$ cat config.mk
export PLATFORM = sky130hd
export DESIGN_NAME = result_shift_out
export DESIGN_NICKNAME = d
export VERILOG_FILES = /design/src/rtl/result_shift_out.sv
export SDC_FILE = /design/constraint.sdc
export NUM_CORES = 1
export LEC_CHECK = 0
export CORE_MARGIN = 5
export CORE_UTILIZATION = 40
export CTS_CLUSTER_DIAMETER = 60
export DETAILED_ROUTE_END_ITERATION = 6
export GPL_TIMING_DRIVEN = 0
export PLACE_DENSITY = 0.66
export SYNTH_ARGS = -nofsm -noshare
export SYNTH_HDL_FRONTEND = slang
export SYNTH_SLANG_ARGS = --single-unit
export TNS_END_PERCENT = 5
$ cat constraint.sdc
create_clock -name clk -period 2.7 [get_ports clk]
set_input_delay 0.54 -clock clk [delete_from_list [all_inputs] [get_ports clk]]
set_output_delay 0.54 -clock clk [all_outputs]
set_load 0.02 [all_outputs]
$ cat src/rtl/result_shift_out.sv
// result_shift_out: parallel-to-serial drain for ALU result words.
// Takes one WIDTH-bit word over a load valid/ready handshake and emits it
// one bit per serial valid/ready transfer, flagging the first and last bit
// of each frame and pulsing done once the last bit has been taken.
module result_shift_out #(
    parameter int WIDTH     = 8,
    parameter bit MSB_FIRST = 1'b1
) (
    input  logic             clk,
    input  logic             reset,
    input  logic             load_valid,
    output logic             load_ready,
    input  logic [WIDTH-1:0] load_data,
    output logic             serial_out,
    output logic             serial_valid,
    input  logic             serial_ready,
    output logic             serial_first,
    output logic             serial_last,
    output logic             done
);

    localparam int CW = $clog2(WIDTH);
    localparam logic [CW-1:0] CNT_LAST = CW'(WIDTH - 1);

    typedef enum logic {
        S_IDLE  = 1'b0,
        S_SHIFT = 1'b1
    } state_e;

    state_e           state_q;
    logic [WIDTH-1:0] shreg_q;
    logic [WIDTH-1:0] shreg_d;
    logic [CW-1:0]    bit_cnt_q;
    logic             first_q;
    logic             done_q;
    logic             ready_q;
    logic             valid_q;
    logic             out_bit;

    // Output end of the register depends on bit order; shifting moves the
    // next bit toward that end and back-fills with zero.
    assign out_bit = MSB_FIRST ? shreg_q[WIDTH-1] : shreg_q[0];
    assign shreg_d = MSB_FIRST ? {shreg_q[WIDTH-2:0], 1'b0}
                               : {1'b0, shreg_q[WIDTH-1:1]};

    // Frame control FSM; handshake flags are registered alongside the state
    // so no input reaches an output combinationally.
    always_ff @(posedge clk) begin
        if (reset) begin
            state_q   <= S_IDLE;
            shreg_q   <= '0;
            bit_cnt_q <= '0;
            first_q   <= 1'b0;
            done_q    <= 1'b0;
            ready_q   <= 1'b1;
            valid_q   <= 1'b0;
        end else begin
            done_q <= 1'b0;
            case (state_q)
                S_IDLE: begin
                    if (load_valid) begin
                        shreg_q   <= load_data;
                        bit_cnt_q <= CNT_LAST;
                        first_q   <= 1'b1;
                        ready_q   <= 1'b0;
                        valid_q   <= 1'b1;
                        state_q   <= S_SHIFT;
                    end
                end
                S_SHIFT: begin
                    if (serial_ready) begin
                        shreg_q <= shreg_d;
                        first_q <= 1'b0;
                        if (bit_cnt_q == '0) begin
                            // Last bit taken: leave before the counter can wrap.
                            done_q  <= 1'b1;
                            ready_q <= 1'b1;
                            valid_q <= 1'b0;
                            state_q <= S_IDLE;
                        end else begin
                            bit_cnt_q <= bit_cnt_q - 1'b1;
                        end
                    end
                end
                default: state_q <= S_IDLE;
            endcase
        end
    end

    assign load_ready   = ready_q;
    assign serial_valid = valid_q;
    assign serial_out   = valid_q & out_bit;
    assign serial_first = valid_q & first_q;
    assign serial_last  = valid_q & (bit_cnt_q == '0);
    assign done         = done_q;

endmodule

==> results.json <==
{
  "run_status": "finished, final reports clean",
  "synth_simple_gate_area_share_pct": 18.90,
  "place_hpwl_um": 1170,
  "yosysUniqueCellTypes": 30,
  "clockPowerShare_pct": 28.1,
  "avgSynthCellArea_um2": 9.562,
  "cp_max_fo": 4,
  "finalSetupViolCount": 0,
  "r2r_setup_slack_ns": 1.38,
  "dieArea_mm2": 0.002916,
  "synth_xor_area_share_pct": 0,
  "seq_area_um2": 320.3,
  "p_int_uw": 411.4,
  "rsz0062_at_grt": "no",
  "vias_per_cell": 5.063,
  "firstDrtPassIters": 3,
  "seq_area_frac_synth_pct": 41.36,
  "worstHoldPathType": "flop to flop",
  "worstMarginPinSlew_ns": 0.4646,
  "synth-edff-count": 0,
  "ys_warn_count": 0,
  "drive_gt1_share_pct": 12.00,
  "startpoint": "bit_cnt_q[0]$_SDFFE_PP0P_",
  "antenna_left": 0,
  "synth_top_cell_by_area": "dfxtp_1",
  "startpoint_type": "flop",
  "design_area_um2": 994.7,
  "worstPathRequired_ns": 2.16,
  "initial_core_util_pct": 40.72,
  "finalMaxSlewViolations": 0,
  "synth-adder-area-share_pct": 3.231,
  "rr_endpoint": "bit_cnt_q[2]$_SDFFE_PP0P_",
  "ys.flop_type": "dfxtp_1",
  "period_minus_slack_ns": 2.253,
  "synth_top_family_by_area": "simple AND/OR/NAND/NOR gates",
  "finalHoldViolations": 0,
  "synth_top_area_share_pct": 41.36,
  "ctsResizeCount": 0,
  "comb_power_share_pct": 23.6,
  "grt_start_max_net_pins": 11,
  "post-cts-setup-buffer-count": 0,
  "hold_path_depth": 2,
  "cts_tree": "built",
  "core.rowCount": 16,
  "p_seq_share_pct": 48.3,
  "die_h_um": 54,
  "power_uw": 566.9,
  "power_density_mw_per_mm2": 570.0,
  "fin_crit_sh_pct": 83.43,
  "min_from": "first_q$_SDFFE_PP0P_",
  "multi_input_area_um2": 396.6,
  "dr_total_vias": 643,
  "cts_sinks": 16,
  "nets": 115,
  "num-fill-cells": 183,
  "grt_pass1_vias": 603,
  "final_cells": 127,
  "layout_commonest_cell": "dfxtp_1",
  "vdd_drop_max_v": 0.0002942,
  "fin_skew_ns": 0.003855,
  "r2r_start": "bit_cnt_q[0]$_SDFFE_PP0P_",
  "root_buffer": "clkbuf_4",
  "net-switching-power_uw": 155.5,
  "final_cell_mix": "dfxtp_1 (16), clkdlybuf4s50_1 (15), nor2_1 (14)",
  "overflow": 0,
  "cts.path.max_buffers": 2,
  "p_leak_uw": 0.0003953,
  "die_w_um": 54,
  "ys_async_sr_fraction_pct": 0,
  "cts.reportedPaths.clkPinSlew_ns": 0.10,
  "cts.htree.levels": 1,
  "synth_compound_area_share_pct": 18.09,
  "clock_latency_ns": 0.29,
  "critical_path_class": "flop to primary output",
  "drv_cap": 0,
  "numCtsBuffers": 3,
  "syn_to_final_growth_pct": 28.43,
  "ioPinCount": 18,
  "coreArea_mm2": 0.001902,
  "ys_top_cells_by_area": "dfxtp_1 (41%), mux2i_1 (9.0%), a211oi_1 (6.8%), nor2_1 (6.8%), ha_1 (3.2%)",
  "switching_share_pct": 27.43,
  "syn_inst": 81,
  "cp.arrival_ns": 1.71,
  "dp.cells": 123,
  "fmax_mhz": 443.9,
  "grt.total_usage_pct": 13.26,
  "grt_pass1_wl_um": 2739,
  "r2r_cells": 4,
  "place_area_um2": 958.4,
  "syn_area_um2": 774.5,
  "n_antenna_cell": 0,
  "synth.net_count": 95,
  "io_buffers": 15,
  "drt-total-wl_um": 1551,
  "setup.worst_path.end": "serial_last",
  "yosys_register_bits": 16,
  "antenna_found_initial": 0,
  "wl_per_cell_um": 12.21,
  "gp_congestion": 0.7392,
  "cp-end-kind": "primary output",
  "drt_iter0_markers": 2,
  "route.detailed.drc": 0,
  "ctsHoldBuffers": 0,
  "synth_mux_area_share_pct": 10.99,
  "relSlewSlack_pct": 69.03,
  "tns_ns": 0
}
## sequential cells by signal (all words and copies together) (netlist names)
name and count:
serial_valid 1, first_q 1, bit_cnt_q 3, state_q 1, load_ready 1, shreg_q 8
done 1
## power groups by stage
| stage | logic (uW) | registers [uW] | clock network [uW] |
|---|---|---|---|
| 2_1_floorplan | 90.5 | 280 | 0 |
| 3_3_place_gp | 132 | 279 | 0 |
| 3_5_place_dp | 135 | 280 | 0 |
| 4_1_cts | 135 | 274 | 165 |
| 5_1_grt | 150 | 278 | 180 |
| 6_report | 134 | 274 | 159 |
## metal layers
metal	routed length, um	vias to the layer above	GRT usage (%)
met4	48	0	8.714
li1	-	328	-
met5	0	-	0
met2	656	14	20.16
met1	760	296	16.25
met3	85	5	3.601
## layout make-up
cell class	instances	share of cell area [%]
timing repair buffer	15	15.09
buffer	6	4.654
inverter	3	1.132
tap	27	3.396
clock buffer	4	3.648
sequential	16	32.20
multi-input combinational	56	39.87
## per-stage QoR
stage	util, %	setup WS, ns	hold slack, ns
6_report	52.30	0.4474	0.4980
5_1_grt	52.30	0.3054	0.5084
4_1_cts	52.30	0.4223	0.5019
3_5_place_dp	50.39	0.7524	0.4864
3_3_place_gp	50.39	0.7564	0.4715
2_1_floorplan	-	1.225	0.4581
## worst min-delay path by stage
stage	endpoint	slack, ns
3_5_place_dp	first_q$_SDFFE_PP0P_	0.49
4_1_cts	first_q$_SDFFE_PP0P_	0.50
3_3_place_gp	first_q$_SDFFE_PP0P_	0.47
2_1_floorplan	first_q$_SDFFE_PP0P_	0.46
5_1_grt	shreg_q[1]$_SDFFE_PP0P_	0.51
6_report	first_q$_SDFFE_PP0P_	0.50
## synthesized netlist by cell type (all sizes together), types with 2 or more instances
| cell | n |
|---|---|
| dfxtp | 16 |
| nor2 | 14 |
| a211oi | 7 |
| mux2i | 7 |
| buf | 5 |
| a21oi | 3 |
| inv | 3 |
| nand2b | 3 |
| a311oi | 2 |
| and2 | 2 |
| ha | 2 |
| nand2 | 2 |
| o21bai | 2 |
## worst max-delay path, cell delays in order (launching register included)
cell and delay (ns):
dfxtp_1 0.32, inv_1 0.09, ha_1 0.20, nand2b_1 0.11, nor2_1 0.10, clkdlybuf4s50_1 0.60
## cell families after synthesis
| logic type | Yosys count |
|---|---|
| AND/OR/NAND/NOR | 28 |
| flip-flops | 16 |
| adder cells (fa/ha/maj) | 2 |
| AO/OA/AOI/OAI | 18 |
| multiplexers | 8 |
| buffers and inverters | 9 |
No activity file was read; power rests on OpenSTA's default activity.
